`src/rtl/uart_pkg.sv`:
```
// uart_pkg
// Shared definitions for the UART receive (and future transmit) path.
//   PAR_NONE / PAR_ODD / PAR_EVEN : parity mode encodings for the PARITY parameter
//   rx_state_e                    : receiver FSM states
//   is_legal_cfg()                : parameter sanity check used at elaboration
package uart_pkg;

  localparam int PAR_NONE = 0;
  localparam int PAR_ODD  = 1;
  localparam int PAR_EVEN = 2;

  // States carry an RX_ prefix so they cannot collide with the PARITY
  // parameter of the modules that import this package.
  typedef enum logic [2:0] {
    RX_IDLE   = 3'd0,
    RX_START  = 3'd1,
    RX_DATA   = 3'd2,
    RX_PARITY = 3'd3,
    RX_STOP   = 3'd4,
    RX_DONE   = 3'd5,
    RX_BREAK  = 3'd6
  } rx_state_e;

  function automatic bit is_legal_cfg(input int data_bits, input int parity,
                                      input int stop_bits, input int oversample);
    return (data_bits >= 5) && (data_bits <= 9) &&
           (parity >= PAR_NONE) && (parity <= PAR_EVEN) &&
           ((stop_bits == 1) || (stop_bits == 2)) &&
           (oversample >= 4) && ((oversample % 2) == 0);
  endfunction

endpackage

```
`src/rtl/uart_sync2.sv`:
```
// uart_sync2
// Two-flop synchronizer for a single asynchronous input.
//   RESET_VAL : value both flops take during reset (1 for an idle-high line)
//   i_clk     : destination clock
//   i_rst_n   : asynchronous active-low reset
//   i_d       : asynchronous input
//   o_q       : synchronized output, two i_clk cycles of latency
module uart_sync2 #(
  parameter logic RESET_VAL = 1'b1
) (
  input  logic i_clk,
  input  logic i_rst_n,
  input  logic i_d,
  output logic o_q
);

  logic meta_q, meta_d;
  logic sync_q, sync_d;

  always_comb begin
    meta_d = i_d;
    sync_d = meta_q;
  end

  always_ff @(posedge i_clk or negedge i_rst_n) begin
    if (!i_rst_n) begin
      meta_q <= RESET_VAL;
      sync_q <= RESET_VAL;
    end else begin
      meta_q <= meta_d;
      sync_q <= sync_d;
    end
  end

  assign o_q = sync_q;

endmodule

```
`src/rtl/uart_rx_oversample.sv`:
```
// uart_rx_oversample
// Oversampling UART receiver: DATA_BITS data bits (LSB first), optional
// odd/even parity, STOP_BITS stop bits. Bit timing comes from i_tick, which
// pulses OVERSAMPLE times per bit period.
//   i_clk        : system clock
//   i_rst_n      : asynchronous active-low reset
//   i_srx        : raw serial line, idle high, asynchronous to i_clk
//   i_tick       : single-cycle oversample strobe
//   o_rx_valid   : one-cycle pulse when a frame completes
//   o_rx_data    : received word, held until the next o_rx_valid
//   o_parity_err : parity mismatch for the word, qualified by o_rx_valid
//   o_frame_err  : a stop bit was sampled low, qualified by o_rx_valid
//   o_busy       : high from start-bit detection until the FSM is back in idle
module uart_rx_oversample
  import uart_pkg::*;
#(
  parameter int DATA_BITS  = 8,
  parameter int PARITY     = 0,
  parameter int STOP_BITS  = 1,
  parameter int OVERSAMPLE = 16
) (
  input  logic                 i_clk,
  input  logic                 i_rst_n,
  input  logic                 i_srx,
  input  logic                 i_tick,
  output logic                 o_rx_valid,
  output logic [DATA_BITS-1:0] o_rx_data,
  output logic                 o_parity_err,
  output logic                 o_frame_err,
  output logic                 o_busy
);

  localparam int TW = $clog2(OVERSAMPLE);
  localparam int BW = $clog2(DATA_BITS);

  localparam logic [TW-1:0] TICK_HALF  = TW'(OVERSAMPLE / 2 - 1);
  localparam logic [TW-1:0] TICK_FULL  = TW'(OVERSAMPLE - 1);
  localparam logic [BW-1:0] LAST_DATA  = BW'(DATA_BITS - 1);
  localparam logic [BW-1:0] LAST_STOP  = BW'(STOP_BITS - 1);
  localparam logic          HAS_PARITY = (PARITY != PAR_NONE);
  localparam logic          ODD_INV    = (PARITY == PAR_ODD);

  if (!is_legal_cfg(DATA_BITS, PARITY, STOP_BITS, OVERSAMPLE)) begin : g_bad_cfg
    $error("uart_rx_oversample: illegal DATA_BITS/PARITY/STOP_BITS/OVERSAMPLE combination");
  end

  logic rxs;

  uart_sync2 #(.RESET_VAL(1'b1)) u_sync (
    .i_clk  (i_clk),
    .i_rst_n(i_rst_n),
    .i_d    (i_srx),
    .o_q    (rxs)
  );

  rx_state_e            state_q, state_d;
  logic [TW-1:0]        tick_cnt_q, tick_cnt_d;
  logic [BW-1:0]        bit_cnt_q, bit_cnt_d;
  logic [DATA_BITS-1:0] shreg_q, shreg_d;
  logic                 par_err_q, par_err_d;
  logic                 frame_err_q, frame_err_d;
  logic                 rx_valid_q, rx_valid_d;
  logic [DATA_BITS-1:0] rx_data_q, rx_data_d;
  logic                 out_perr_q, out_perr_d;
  logic                 out_ferr_q, out_ferr_d;
  logic                 busy_q, busy_d;

  // Next-state logic. After the start bit is confirmed at mid-bit, every
  // later sample lands a full bit period (OVERSAMPLE ticks) further on, so
  // all of them fall near the middle of their bit.
  always_comb begin
    state_d     = state_q;
    tick_cnt_d  = tick_cnt_q;
    bit_cnt_d   = bit_cnt_q;
    shreg_d     = shreg_q;
    par_err_d   = par_err_q;
    frame_err_d = frame_err_q;
    rx_valid_d  = 1'b0;
    rx_data_d   = rx_data_q;
    out_perr_d  = out_perr_q;
    out_ferr_d  = out_ferr_q;

    case (state_q)
      RX_IDLE: begin
        if (i_tick && !rxs) begin
          state_d    = RX_START;
          tick_cnt_d = '0;
        end
      end

      RX_START: begin
        if (i_tick) begin
          if (tick_cnt_q == TICK_HALF) begin
            // A line that is high again at mid-bit was only a glitch.
            if (!rxs) begin
              state_d     = RX_DATA;
              tick_cnt_d  = '0;
              bit_cnt_d   = '0;
              par_err_d   = 1'b0;
              frame_err_d = 1'b0;
            end else begin
              state_d = RX_IDLE;
            end
          end else begin
            tick_cnt_d = tick_cnt_q + 1'b1;
          end
        end
      end

      RX_DATA: begin
        if (i_tick) begin
          if (tick_cnt_q == TICK_FULL) begin
            tick_cnt_d = '0;
            // LSB arrives first, so shifting right leaves it in bit 0.
            shreg_d = {rxs, shreg_q[DATA_BITS-1:1]};
            if (bit_cnt_q == LAST_DATA) begin
              bit_cnt_d = '0;
              state_d   = HAS_PARITY ? RX_PARITY : RX_STOP;
            end else begin
              bit_cnt_d = bit_cnt_q + 1'b1;
            end
          end else begin
            tick_cnt_d = tick_cnt_q + 1'b1;
          end
        end
      end

      RX_PARITY: begin
        if (i_tick) begin
          if (tick_cnt_q == TICK_FULL) begin
            tick_cnt_d = '0;
            par_err_d  = (^shreg_q) ^ rxs ^ ODD_INV;
            state_d    = RX_STOP;
          end else begin
            tick_cnt_d = tick_cnt_q + 1'b1;
          end
        end
      end

      RX_STOP: begin
        if (i_tick) begin
          if (tick_cnt_q == TICK_FULL) begin
            tick_cnt_d = '0;
            if (!rxs) begin
              frame_err_d = 1'b1;
            end
            // Outputs are loaded on entry to DONE so that valid and its
            // flags appear in the cycle right after the last stop sample.
            if (bit_cnt_q == LAST_STOP) begin
              state_d    = RX_DONE;
              rx_valid_d = 1'b1;
              rx_data_d  = shreg_q;
              out_perr_d = par_err_q & HAS_PARITY;
              out_ferr_d = frame_err_q | ~rxs;
            end else begin
              bit_cnt_d = bit_cnt_q + 1'b1;
            end
          end else begin
            tick_cnt_d = tick_cnt_q + 1'b1;
          end
        end
      end

      RX_DONE: begin
        // A framing error may mean the line is being held low (break);
        // wait for it to go high so it cannot look like a new start bit.
        state_d = frame_err_q ? RX_BREAK : RX_IDLE;
      end

      RX_BREAK: begin
        if (i_tick && rxs) begin
          state_d = RX_IDLE;
        end
      end

      default: begin
        state_d = RX_IDLE;
      end
    endcase
  end

  // Busy is registered from the next state so it drops on the same edge
  // that returns the FSM to idle.
  always_comb begin
    busy_d = (state_d != RX_IDLE);
  end

  always_ff @(posedge i_clk or negedge i_rst_n) begin
    if (!i_rst_n) begin
      state_q     <= RX_IDLE;
      tick_cnt_q  <= '0;
      bit_cnt_q   <= '0;
      shreg_q     <= '0;
      par_err_q   <= 1'b0;
      frame_err_q <= 1'b0;
      rx_valid_q  <= 1'b0;
      rx_data_q   <= '0;
      out_perr_q  <= 1'b0;
      out_ferr_q  <= 1'b0;
      busy_q      <= 1'b0;
    end else begin
      state_q     <= state_d;
      tick_cnt_q  <= tick_cnt_d;
      bit_cnt_q   <= bit_cnt_d;
      shreg_q     <= shreg_d;
      par_err_q   <= par_err_d;
      frame_err_q <= frame_err_d;
      rx_valid_q  <= rx_valid_d;
      rx_data_q   <= rx_data_d;
      out_perr_q  <= out_perr_d;
      out_ferr_q  <= out_ferr_d;
      busy_q      <= busy_d;
    end
  end

  assign o_rx_valid   = rx_valid_q;
  assign o_rx_data    = rx_data_q;
  assign o_parity_err = out_perr_q;
  assign o_frame_err  = out_ferr_q;
  assign o_busy       = busy_q;

endmodule

```
`config.mk`:
```
export PLATFORM = sky130hd
export DESIGN_NAME = uart_rx_oversample
export DESIGN_NICKNAME = d
export VERILOG_FILES = /design/src/rtl/uart_pkg.sv /design/src/rtl/uart_sync2.sv /design/src/rtl/uart_rx_oversample.sv
export SDC_FILE = /design/constraint.sdc
export NUM_CORES = 1
export LEC_CHECK = 0
export CORE_MARGIN = 5
export CORE_UTILIZATION = 50
export CTS_CLUSTER_DIAMETER = 80
export DETAILED_ROUTE_END_ITERATION = 8
export PLACE_DENSITY = 0.84
export SKIP_CTS_REPAIR_TIMING = 1
export SLEW_MARGIN = 20
export SYNTH_ARGS = -nofsm -noshare
export SYNTH_HDL_FRONTEND = slang
export SYNTH_SLANG_ARGS = --single-unit
```
`constraint.sdc`:
```
create_clock -name i_clk -period 1.7 [get_ports i_clk]
set_input_delay 0.17 -clock i_clk [delete_from_list [all_inputs] [get_ports i_clk]]
set_output_delay 0.17 -clock i_clk [all_outputs]
set_load 0.005 [all_outputs]
```
==> impl_metrics.csv <==
group,metric,value,unit
outcome,outcome,"finished, violations left",
outcome,violations,"setup timing",
setup_path,r2r_slack,-90,ps
setup_path,critPathMaxFanout,4,
setup_path,worstPathCellList,"or3b_4, or3_4, buf_6, mux2_4",
global_route,grt_pass1_vias,1340,
die,die_w,66.18,um
final_layout,mostFrequentLayoutCells,"dfrtp_1 (30), buf_4 (30), clkdlybuf4s50_1 (14), mux2_4 (12)",
setup_path,r2r_cells,4,
final_layout,drive_gt1_share,41.80,%
synth,synth_seq_area_share,50.91,%
setup_path,slowest_stage,"or3_4",
synth,synth_fp_nets,148,
detailed_routing,first_iter_violations,55,
detailed_routing,first_pass_iters,4,
sta,rsz0062_at_grt,"true",
die,die_h,66.18,um
synth,syn_inst,140,
power,leakage,0.001015,uW
min_path,worstHoldPathType,"primary input to asynchronous set/reset pin",
placement,io_buffers,14,
final_layout,fin_area,2220,sq um
clocking,cts-root-buf,"clkbuf_4",
sta,fin_skew,19.78,ps
sta,drv_slew,0,
global_route,grtUsageTotal,18.93,%
setup_path,r2r-end,"o_rx_data[6]",
clocking,htreeDepth,2,
power,power.density,1166,nW/um^2
detailed_routing,vias_per_cell,5.588,
setup_path,timing.rr.start,"state_q[1]",
sta,timing.final.crit_share,105.4,%
clocking,cts_tree,"yes",
detailed_routing,vias,1302,
final_layout,area.growth.synth_to_final,40.68,%
placement,dpl-instance-area,1967,sq um
synth,synth-edff-count,0,
setup_path,worst_setup_path_start_kind,"flop",
sta,fmax,558.0,MHz
final_layout,diodes,0,
detailed_routing,wl_per_cell,16.79,um
run,cap_violations,0,
global_route,grt_first_pass_wirelength,6182,um
setup_path,end_kind,"flop",
global_route,antenna_found_initial,0,
clocking,clk_pin_slew,110,ps
synth,syn-cell-area,1578,sq um
sta,post-route-min-period,1792,ps
final_layout,num-nets-final,196,
die,io_pins,16,
final_layout,fillers,203,
die,initial_core_util,52.11,%
sta,hold_violations,0,
sta,post-route-worst-setup-slack,-92.21,ps
die,rows,20,
power,power,2588,uW
detailed_routing,ant_nets,0,
die,core,3028,sq um
sta,setup_viol,9,
setup_path,crit_type,"flop to flop",
placement,place_congestion,0.8943,
placement,place_hpwl,2736,um
global_route,grt_max_degree,33,
setup_path,worstPathArrival,2010,ps
clocking,ctsLongestPathBuffers,2,
synth,ys_types,42,
detailed_routing,totalWireLength,3913,um
setup_path,worstPathRequired,1920,ps
synth,avgSynthCellArea,11.27,sq um
synth,postSynth.asyncResetShare,100.0,%
synth,yosys_warnings,0,
power,irDropWorstVdd,0.0005813,V
clocking,clk_latency,340,ps
clocking,cts_made_buffers,5,
clocking,clkSinkCount,32,
global_route,grt_overflow_total,0,
die,die-area,4379,sq um
synth,ys_seq_elements,32,
detailed_routing,drc,0,
synth,ys.flop_type,"dfrtp_1",
setup_path,critPathMaxStageDelay,430,ps
sequential cells by signal, indices dropped and copies added, names as in the netlist:
register and flops:
o_rx_valid 1, shreg_q 8, o_busy 1, state_q 3
tick_cnt_q 4, u_sync.meta_q 1, u_sync.o_q 1, o_frame_err 1
o_rx_data 8, bit_cnt_q 3, frame_err_q 1
routing by layer:
layer	vias up	GRT usage (%)	wire, um
li1	602	-	-
met1	657	20.91	1555
met2	41	35.07	2134
met3	2	5.782	210
met4	0	4.315	13
met5	-	0	0
Yosys cell counts, types with 4 or more instances:
library cell	number	area (sq um)
inv_1	7	26.28
nor2_1	8	30.03
o21ai_0	7	35.03
mux2_1	10	112.6
dfrtp_1	30	750.7
nand3_1	6	30.03
ha_1	4	50.05
or3_1	4	25.02
o21ai_1	7	35.03
cells by family (layout without fill, tap and decap cells):
group                      after synthesis  after routing  synth area share (%)
and+or+nand+nor                         40             40                 14.67
DFF                                     32             32                 50.91
AOI/OAI and AO/OA                       31             31                 13.80
muxes                                   16             16                 12.13
buffers and inverters                   15             64                 4.520
adders and majority gates                4              4                 3.172
other                                    1              1                0.2377
xor gates and xnor gates                 1              1                0.5552
worst max-delay path by stage:
stage	end	cells past startpoint	slack [ps]	start
global placement	o_rx_data[4]	5	-190	i_tick
CTS	o_rx_data[6]	5	-170	tick_cnt_q[0]
global route	bit_cnt_q[2]	4	-130	state_q[1]
finish	o_rx_data[6]	4	-90	state_q[1]
detailed placement	o_rx_data[6]	5	-220	i_tick
floorplan	o_rx_data[0]	5	-90	state_q[2]
metrics by stage:
step / hold WS, ps / util, % / instances / TNS, ps / setup slack, ps
2_1_floorplan: -125.6 / - / 140 / -543.5 / -89.22
3_3_place_gp: 345.4 / 64.96 / 221 / -1815 / -185.2
3_5_place_dp: 347.9 / 64.96 / 221 / -2455 / -221.5
4_1_cts: 220.3 / 67.48 / 229 / -1754 / -169.7
5_1_grt: 221.5 / 73.31 / 233 / -1608 / -133.1
6_report: 213.9 / 73.31 / 233 / -702.3 / -92.21
final cells by class:
type	count	area [sq um]	area share, %
inverter	8	35.03	1.578
clock buffer	6	41.29	1.860
multi-input combinational	93	839.6	37.82
sequential	32	803.3	36.19
clock inverter	2	35.03	1.578
timing repair buffer	48	410.4	18.49
tap	44	55.05	2.480
power breakdown:
part / internal [uW] / switching (uW)
Clock: 308 / 259
Sequential: 855 / 74.4
Combinational: 517 / 576
critical path: cells and delay by family (launching register included):
kind | cells | cell delay (ps)
and+or+nand+nor | 2 | 820
muxes | 1 | 290
buffers and inverters | 1 | 150
DFF | 1 | 420
No activity file was read; power rests on OpenSTA's default activity.
